--- src/rtl/kseq_pkg.sv ---
// kseq_pkg: opcodes, opcode classes and FSM encoding for kernel_sequencer.
// STA/STX/STY absolute are decoded only when KSEQ_ABS_STORE_EN is defined.
package kseq_pkg;

    localparam logic [7:0] OP_LDA     = 8'hA9;
    localparam logic [7:0] OP_LDX     = 8'hA2;
    localparam logic [7:0] OP_LDY     = 8'hA0;
    localparam logic [7:0] OP_NOP     = 8'hEA;
    localparam logic [7:0] OP_STA     = 8'h85;
    localparam logic [7:0] OP_STX     = 8'h86;
    localparam logic [7:0] OP_STY     = 8'h84;
    localparam logic [7:0] OP_JMP     = 8'h4C;
    localparam logic [7:0] OP_STA_ABS = 8'h8D;
    localparam logic [7:0] OP_STX_ABS = 8'h8E;
    localparam logic [7:0] OP_STY_ABS = 8'h8C;

    typedef enum logic [2:0] {
        ST_FETCH,
        ST_WAIT,
        ST_WAIT2,
        ST_EXEC,
        ST_HALT_DONE,
        ST_HALT_ERR
    } state_e;

    typedef enum logic [2:0] {
        CLS_IMM,
        CLS_ZP_STORE,
        CLS_ABS_STORE,
        CLS_JMP,
        CLS_NOP,
        CLS_BAD
    } op_class_e;

    typedef enum logic [1:0] {
        REG_A,
        REG_X,
        REG_Y
    } reg_sel_e;

    // Stores own the bus on their last cycle, so RDY cannot hold them.
    function automatic logic is_store(input op_class_e c);
        return (c == CLS_ZP_STORE) || (c == CLS_ABS_STORE);
    endfunction

endpackage

--- src/rtl/kseq_if.sv ---
// kseq_if: kernel ROM read port and TIA register-write bus.
// master = sequencer, slave = ROM/TIA side.
interface kseq_if #(
    parameter int ADDR_W  = 14,
    parameter int TIA_A_W = 6
);
    logic [ADDR_W-1:0]  rom_addr;
    logic [7:0]         rom_data;
    logic [TIA_A_W-1:0] tia_a;
    logic [7:0]         tia_d;
    logic               tia_we;

    modport master (
        output rom_addr,
        output tia_a,
        output tia_d,
        output tia_we,
        input  rom_data
    );

    modport slave (
        input  rom_addr,
        input  tia_a,
        input  tia_d,
        input  tia_we,
        output rom_data
    );
endinterface

--- src/rtl/kseq_decoder.sv ---
// kseq_decoder: opcode -> {class, register select}.
// Absolute stores decode only with KSEQ_ABS_STORE_EN; otherwise CLS_BAD.
module kseq_decoder
    import kseq_pkg::*;
(
    input  logic [7:0] op,
    output op_class_e  cls,
    output reg_sel_e   sel
);

    always_comb begin
        cls = CLS_BAD;
        sel = REG_A;
        case (op)
            OP_LDA: cls = CLS_IMM;
            OP_LDX: begin
                cls = CLS_IMM;
                sel = REG_X;
            end
            OP_LDY: begin
                cls = CLS_IMM;
                sel = REG_Y;
            end
            OP_NOP: cls = CLS_NOP;
            OP_JMP: cls = CLS_JMP;
            OP_STA: cls = CLS_ZP_STORE;
            OP_STX: begin
                cls = CLS_ZP_STORE;
                sel = REG_X;
            end
            OP_STY: begin
                cls = CLS_ZP_STORE;
                sel = REG_Y;
            end
`ifdef KSEQ_ABS_STORE_EN
            OP_STA_ABS: cls = CLS_ABS_STORE;
            OP_STX_ABS: begin
                cls = CLS_ABS_STORE;
                sel = REG_X;
            end
            OP_STY_ABS: begin
                cls = CLS_ABS_STORE;
                sel = REG_Y;
            end
`endif
            default: ;
        endcase
    end

endmodule

--- src/rtl/kernel_sequencer.sv ---
// kernel_sequencer: 6502-subset kernel interpreter driving the TIA write bus.
// Optional KSEQ_ABS_STORE_EN adds 4-cycle absolute stores (8D/8E/8C).
module kernel_sequencer
    import kseq_pkg::*;
#(
    parameter int ADDR_W  = 14,
    parameter int BANK_W  = 10,
    parameter int TIA_A_W = 6
) (
    input  logic              clock,
    input  logic              reset,
    input  logic              cpu_tick,
    input  logic              rdy,
    input  logic [ADDR_W:0]   rom_size,
    kseq_if.master            bus,
    output logic [ADDR_W-1:0] pc,
    output logic              done,
    output logic              error,
    output logic [7:0]        error_op
);

    localparam logic [ADDR_W-1:0] PC_ONE = ADDR_W'(1);
    localparam logic [ADDR_W-1:0] BANK_RND = ADDR_W'((1 << BANK_W) - 1);
    localparam logic [ADDR_W-1:0] BANK_MASK = ~BANK_RND;

    state_e             state_q, state_d;
    logic [ADDR_W-1:0]  pc_q, pc_d;
    logic [ADDR_W-1:0]  rom_addr_q, rom_addr_d;
    logic [ADDR_W:0]    rom_size_q;
    logic [TIA_A_W-1:0] tia_a_q, tia_a_d;
    logic [7:0]         tia_d_q, tia_d_d;
    logic               tia_we_q, tia_we_d;
    logic [7:0]         a_q, a_d, x_q, x_d, y_q, y_d;
    op_class_e          cls_q, cls_d;
    reg_sel_e           sel_q, sel_d;
    logic [TIA_A_W-1:0] lo_q, lo_d;
    logic               done_q, done_d;
    logic               error_q, error_d;
    logic [7:0]         error_op_q, error_op_d;

    op_class_e dec_cls;
    reg_sel_e  dec_sel;
    logic      adv;
    logic      exec_tick;

    kseq_decoder u_dec (
        .op  (bus.rom_data),
        .cls (dec_cls),
        .sel (dec_sel)
    );

    assign adv       = cpu_tick & rdy;
    assign exec_tick = cpu_tick & (rdy | is_store(cls_q));

    always_comb begin
        state_d    = state_q;
        pc_d       = pc_q;
        rom_addr_d = pc_q;
        tia_a_d    = tia_a_q;
        tia_d_d    = tia_d_q;
        tia_we_d   = 1'b0;
        a_d        = a_q;
        x_d        = x_q;
        y_d        = y_q;
        cls_d      = cls_q;
        sel_d      = sel_q;
        lo_d       = lo_q;
        done_d     = done_q;
        error_d    = error_q;
        error_op_d = error_op_q;
        unique case (state_q)
            ST_FETCH: begin
                // Only reachable with pc past the image at reset release.
                if ({1'b0, pc_q} >= rom_size_q) begin
                    state_d = ST_HALT_DONE;
                    done_d  = 1'b1;
                end else if (adv) begin
                    pc_d  = pc_q + PC_ONE;
                    cls_d = dec_cls;
                    sel_d = dec_sel;
                    case (dec_cls)
                        CLS_IMM, CLS_NOP: state_d = ST_EXEC;
                        CLS_BAD: begin
                            state_d    = ST_HALT_ERR;
                            error_d    = 1'b1;
                            error_op_d = bus.rom_data;
                        end
                        default: state_d = ST_WAIT;
                    endcase
                end
            end
            ST_WAIT: begin
                if (adv) begin
                    if (cls_q == CLS_ABS_STORE) state_d = ST_WAIT2;
                    else state_d = ST_EXEC;
                end
            end
            ST_WAIT2: begin
                if (adv) begin
                    lo_d    = bus.rom_data[TIA_A_W-1:0];
                    pc_d    = pc_q + PC_ONE;
                    state_d = ST_EXEC;
                end
            end
            ST_EXEC: begin
                if (exec_tick) begin
                    case (cls_q)
                        CLS_IMM: begin
                            pc_d = pc_q + PC_ONE;
                            case (sel_q)
                                REG_X:   x_d = bus.rom_data;
                                REG_Y:   y_d = bus.rom_data;
                                default: a_d = bus.rom_data;
                            endcase
                        end
                        CLS_ZP_STORE: begin
                            pc_d    = pc_q + PC_ONE;
                            tia_a_d = bus.rom_data[TIA_A_W-1:0];
                        end
                        CLS_ABS_STORE: begin
                            pc_d    = pc_q + PC_ONE;
                            tia_a_d = lo_q;
                        end
                        CLS_JMP: pc_d = (pc_q + BANK_RND) & BANK_MASK;
                        default: ;
                    endcase
                    if (is_store(cls_q)) begin
                        tia_we_d = 1'b1;
                        tia_d_d  = (sel_q == REG_X) ? x_q :
                                   (sel_q == REG_Y) ? y_q : a_q;
                    end
                    if ({1'b0, pc_d} >= rom_size_q) begin
                        state_d = ST_HALT_DONE;
                        done_d  = 1'b1;
                    end else begin
                        state_d = ST_FETCH;
                    end
                end
            end
            default: ;
        endcase
    end

    always_ff @(posedge clock) begin
        if (reset) begin
            state_q    <= ST_FETCH;
            pc_q       <= '0;
            rom_addr_q <= '0;
            rom_size_q <= rom_size;
            tia_a_q    <= '0;
            tia_d_q    <= '0;
            tia_we_q   <= 1'b0;
            a_q        <= '0;
            x_q        <= '0;
            y_q        <= '0;
            cls_q      <= CLS_NOP;
            sel_q      <= REG_A;
            lo_q       <= '0;
            done_q     <= 1'b0;
            error_q    <= 1'b0;
            error_op_q <= '0;
        end else begin
            state_q    <= state_d;
            pc_q       <= pc_d;
            rom_addr_q <= rom_addr_d;
            tia_a_q    <= tia_a_d;
            tia_d_q    <= tia_d_d;
            tia_we_q   <= tia_we_d;
            a_q        <= a_d;
            x_q        <= x_d;
            y_q        <= y_d;
            cls_q      <= cls_d;
            sel_q      <= sel_d;
            lo_q       <= lo_d;
            done_q     <= done_d;
            error_q    <= error_d;
            error_op_q <= error_op_d;
        end
    end

    assign bus.rom_addr = rom_addr_q;
    assign bus.tia_a    = tia_a_q;
    assign bus.tia_d    = tia_d_q;
    assign bus.tia_we   = tia_we_q;
    assign pc           = pc_q;
    assign done         = done_q;
    assign error        = error_q;
    assign error_op     = error_op_q;

endmodule

--- src/flat_wrapper.sv ---
// flat-port wrapper written by rule: the top's interface ports become plain ports
module kernel_sequencer_flat import kseq_pkg::*;
#(
    parameter int ADDR_W  = 14,
    parameter int BANK_W  = 10,
    parameter int TIA_A_W = 6
)
  (clock, reset, cpu_tick, rdy, rom_size, pc, done, error, error_op, bus_rom_addr, bus_tia_a, bus_tia_d, bus_tia_we, bus_rom_data);
  kseq_if #(.ADDR_W(ADDR_W), .TIA_A_W(TIA_A_W)) bus_i ();
  input  logic clock;
  input  logic reset;
  input  logic cpu_tick;
  input  logic rdy;
  input  logic [ADDR_W:0] rom_size;
  output logic [ADDR_W-1:0] pc;
  output logic done;
  output logic error;
  output logic [7:0] error_op;
  output wire logic [$bits(bus_i.rom_addr)-1:0] bus_rom_addr;
  output wire logic [$bits(bus_i.tia_a)-1:0] bus_tia_a;
  output wire logic [$bits(bus_i.tia_d)-1:0] bus_tia_d;
  output wire logic [$bits(bus_i.tia_we)-1:0] bus_tia_we;
  input wire logic [$bits(bus_i.rom_data)-1:0] bus_rom_data;
  assign bus_rom_addr = bus_i.rom_addr;
  assign bus_tia_a = bus_i.tia_a;
  assign bus_tia_d = bus_i.tia_d;
  assign bus_tia_we = bus_i.tia_we;
  assign bus_i.rom_data = bus_rom_data;
  kernel_sequencer #(.ADDR_W(ADDR_W), .BANK_W(BANK_W), .TIA_A_W(TIA_A_W)) u_core (.clock(clock), .reset(reset), .cpu_tick(cpu_tick), .rdy(rdy), .rom_size(rom_size), .bus(bus_i), .pc(pc), .done(done), .error(error), .error_op(error_op));
endmodule
--- config.mk ---
export PLATFORM = sky130hd
export DESIGN_NAME = kernel_sequencer_flat
export DESIGN_NICKNAME = d
export VERILOG_FILES = /design/src/rtl/kseq_pkg.sv /design/src/rtl/kseq_if.sv /design/src/rtl/kseq_decoder.sv /design/src/rtl/kernel_sequencer.sv /design/src/flat_wrapper.sv
export SDC_FILE = /design/constraint.sdc
export NUM_CORES = 1
export LEC_CHECK = 0
export CORE_ASPECT_RATIO = 1.1
export CORE_MARGIN = 10
export CORE_UTILIZATION = 44
export CTS_BUF_LIST = sky130_fd_sc_hd__clkbuf_16
export DETAILED_ROUTE_END_ITERATION = 10
export PLACE_DENSITY = 0.67
export SYNTH_ARGS = -nofsm -noshare
export SYNTH_HDL_FRONTEND = slang
export SYNTH_SLANG_ARGS = --single-unit
--- constraint.sdc ---
create_clock -name clock -period 2.7 [get_ports clock]
set_input_delay 0.405 -clock clock [delete_from_list [all_inputs] [get_ports clock]]
set_output_delay 0.405 -clock clock [all_outputs]
set_load 0.02 [all_outputs]
==> flow_metrics.py <==
metrics = {
    "outcome": {
        "status": "finished, final reports clean",
    },
    "die": {
        "rows": 42,
        "ioPinCount": 80,
        "coreArea_sq_mm": 0.0120,
        "initial_core_util_pct": 44.9,
        "die_w_um": 125,
        "dieArea_sq_mm": 0.0171,
        "die_h_um": 136,
    },
    "critical_path": {
        "cp.required_ps": 2910,
        "cp_max_fo": 6,
        "slowest_stage": "dfxtp_4",
        "start_kind": "flop",
        "crit_chain": "ha_4, nand3_4, nor2_4, and3_4, nand4_1, a21oi_2, nand3_1, xnor2_1, ha_1, a21o_1, a21oi_1, o21ai_1, a21oi_1, or3_4, a21oi_1",
        "path_common_cell": "a21oi_1",
        "worst-path-buf-inv": 0,
        "crit_family": "simple AND/OR/NAND/NOR gates",
        "path_class": "flop to flop",
        "end_kind": "flop",
        "max_stage_delay_ps": 390,
        "crit_arrival_ps": 2860,
    },
    "cts": {
        "cts_buffer_depth": 2,
        "h-tree-depth": 3,
        "root_buffer": "clkbuf_16",
        "cts_tree": "done",
        "clock_latency_ps": 360,
        "cts_hold_buffers": 0,
        "cts_inserted_buffers": 9,
        "cts.sinks": 106,
        "clk_pin_slew_ps": 80,
    },
    "synthesis": {
        "synth-simple-area-share_pct": 22.7,
        "synth_top_family_by_area": "simple AND/OR/NAND/NOR gates",
        "synthMuxAreaShare_pct": 5.95,
        "ys_seq_elements": 106,
        "synth_seq_area_share_pct": 42.2,
        "ys.flop_type": "dfxtp_1",
        "synth_async_sr_flop_share_pct": 0,
        "synth.cell_area_sq_mm": 0.00538,
        "synth_nets": 689,
        "synth.avg_cell_area_sq_um": 8.54,
        "synth_cells": 630,
        "synthAdderAreaFrac_pct": 7.44,
        "yosysWarnings": 0,
        "synth_edf_count": 15,
        "synth_xor_area_share_pct": 1.30,
        "synth_compound_area_share_pct": 15.5,
        "ys_types": 55,
    },
    "min_path": {
        "min_path_type": "flop to flop",
    },
    "route": {
        "drtIter0Drc": 296,
        "ant_nets": 0,
        "vias_per_cell": 5.40,
        "drc": 0,
        "vias": 4781,
        "dr.pass1.iters": 7,
        "routed_wl_mm": 14.4,
        "post_drt_wl_per_cell_um": 16.2,
    },
    "global_route": {
        "antenna_found_initial": 0,
        "grt_pass1_wl_mm": 23.1,
        "grt_start_max_net_pins": 58,
        "track_usage_pct": 16.4,
        "gr-total-overflow": 0,
        "grt_pass1_vias": 4542,
    },
    "timing": {
        "hold_viol": 0,
        "slew_viol_final": 0,
        "setup_viol": 0,
        "rsz0062_at_grt": "true",
        "slew_headroom_pct": 53.4,
        "period_needed_ps": 2640,
        "clock.fmax_mhz": 378,
        "period_share_pct": 97.9,
        "worst_pin_slew_ps": 699,
        "setup_ws_ps": 57.2,
        "finalClockSkew_ps": 10.4,
    },
    "finish": {
        "n_antenna_cell": 0,
        "drive_above_1_share_pct": 13.7,
        "final_common_cell": "dfxtp_1",
        "area_growth_syn_to_layout_pct": 29.5,
        "nets": 785,
        "layout_common_cells": "81 x dfxtp_1, 80 x nand2_1, 78 x clkdlybuf4s50_1, 69 x a21oi_1, 66 x nor2_1",
    },
    "power": {
        "ir_worst_vdd_uv": 313,
        "leakage_nw": 2.59,
        "power.density_mw_per_mm2": 480,
        "power_mw": 3.35,
    },
    "placement": {
        "pre_cts_ws_ps": -40.5,
        "routabilityCongestion": 0.943,
        "portBuffers": 79,
        "place_hpwl_mm": 10.7,
    },
    "job": {
        "drv_cap": 0,
    },
}
cells by family (layout without fill, tap and decap cells):
logic type,after synthesis,in the layout
buffers and inverters,66,167
and+or+nand+nor,247,247
xor gates and xnor gates,8,8
AOI/OAI and AO/OA,139,139
adders and majority gates,32,32
DFF,106,106
muxes,32,32
path summary, 6_finish.rpt:
path	to	cells past startpoint	startpoint	slack [ps]
max	u_core.state_q[2]	15	u_core.pc[0]	60
min	u_core.bus.tia_d[2]	2	u_core.bus.tia_d[2]	460
min reg2reg	u_core.bus.tia_d[2]	2	u_core.bus.tia_d[2]	460
max reg2reg	u_core.state_q[2]	15	u_core.pc[0]	60
sequential cells by signal (all words and copies together) (netlist names):
| signal | flops |
|---|---|
| u_core.a_q | 8 |
| u_core.bus.rom_addr | 14 |
| u_core.bus.tia_a | 6 |
| u_core.bus.tia_d | 8 |
| u_core.bus.tia_we | 1 |
| u_core.cls_q | 3 |
| u_core.done | 1 |
| u_core.error | 1 |
| u_core.error_op | 8 |
| u_core.lo_q | 6 |
| u_core.pc | 14 |
| u_core.rom_size_q | 15 |
| u_core.sel_q | 2 |
| u_core.state_q | 3 |
| u_core.x_q | 8 |
| u_core.y_q | 8 |
cells in the mapped netlist, types with 5 or more instances:
master | number | share of area (%)
dfxtp_1 | 91 | 34
nand2_1 | 80 | 5.6
a21oi_1 | 71 | 6.6
nor2_1 | 68 | 4.7
ha_1 | 32 | 7.4
mux2i_1 | 32 | 6.0
clkbuf_1 | 30 | 2.1
nand3_1 | 29 | 2.7
o21ai_0 | 29 | 2.7
inv_1 | 23 | 1.6
edfxtp_1 | 15 | 8.4
nor3_1 | 11 | 1.0
nor2b_1 | 10 | 1.2
a21o_1 | 9 | 1.3
buf_2 | 8 | 0.74
nand4_1 | 8 | 0.93
a211oi_1 | 7 | 0.98
nand2b_1 | 6 | 0.70
xnor2_1 | 6 | 0.98
o31ai_1 | 5 | 0.70
worst min-delay path, delay by kind of cell, from the launching register on:
| kind | cells | cell delay (ps) |
|---|---|---|
| compound gates | 1 | 50 |
| flops | 1 | 310 |
| simple gates | 1 | 50 |
where the power goes:
group	leakage [nW]	internal [mW]	switching, mW
clock	0.153	0.739	0.640
combinational	1.55	0.136	0.174
sequential	0.888	1.63	0.0280
metal layers:
layer | GRT usage (%) | up-vias | wire [um]
met3 | 4.09 | 21 | 638
met5 | 0 | - | 0
met1 | 20.0 | 2262 | 6540
met2 | 27.2 | 104 | 6860
li1 | - | 2394 | -
met4 | 6.59 | 0 | 336
area by class of cell:
type | instances | area [sq um]
Sequential cell | 106 | 2290
Clock inverter | 7 | 82.6
Tap cell | 154 | 193
Clock buffer | 9 | 225
Timing Repair Buffer | 128 | 1180
Multi-Input combinational cell | 458 | 2910
Fill cell | 1072 | 5010
Inverter | 23 | 86.3
timing repair:
item	4_1_cts	5_1_grt
gates resized for setup	5	10
setup endpoints to repair	2	2
setup buffers	1	5
pin swaps	2	13
per-stage QoR:
step           instances  hold WS [ps]  utilization [%]  instance area (sq um)  TNS [ps]
2_1_floorplan        630           431                -                   5420         0
3_3_place_gp         863           441             54.8                   6570     -1.65
4_1_cts              880           455             57.6                   6900         0
5_1_grt              885           472             58.2                   6970      -170
6_report             885           456             58.2                   6970         0
3_5_place_dp         863           444             54.8                   6570     -80.4
Note: power is estimated with default switching activity, not from simulation.
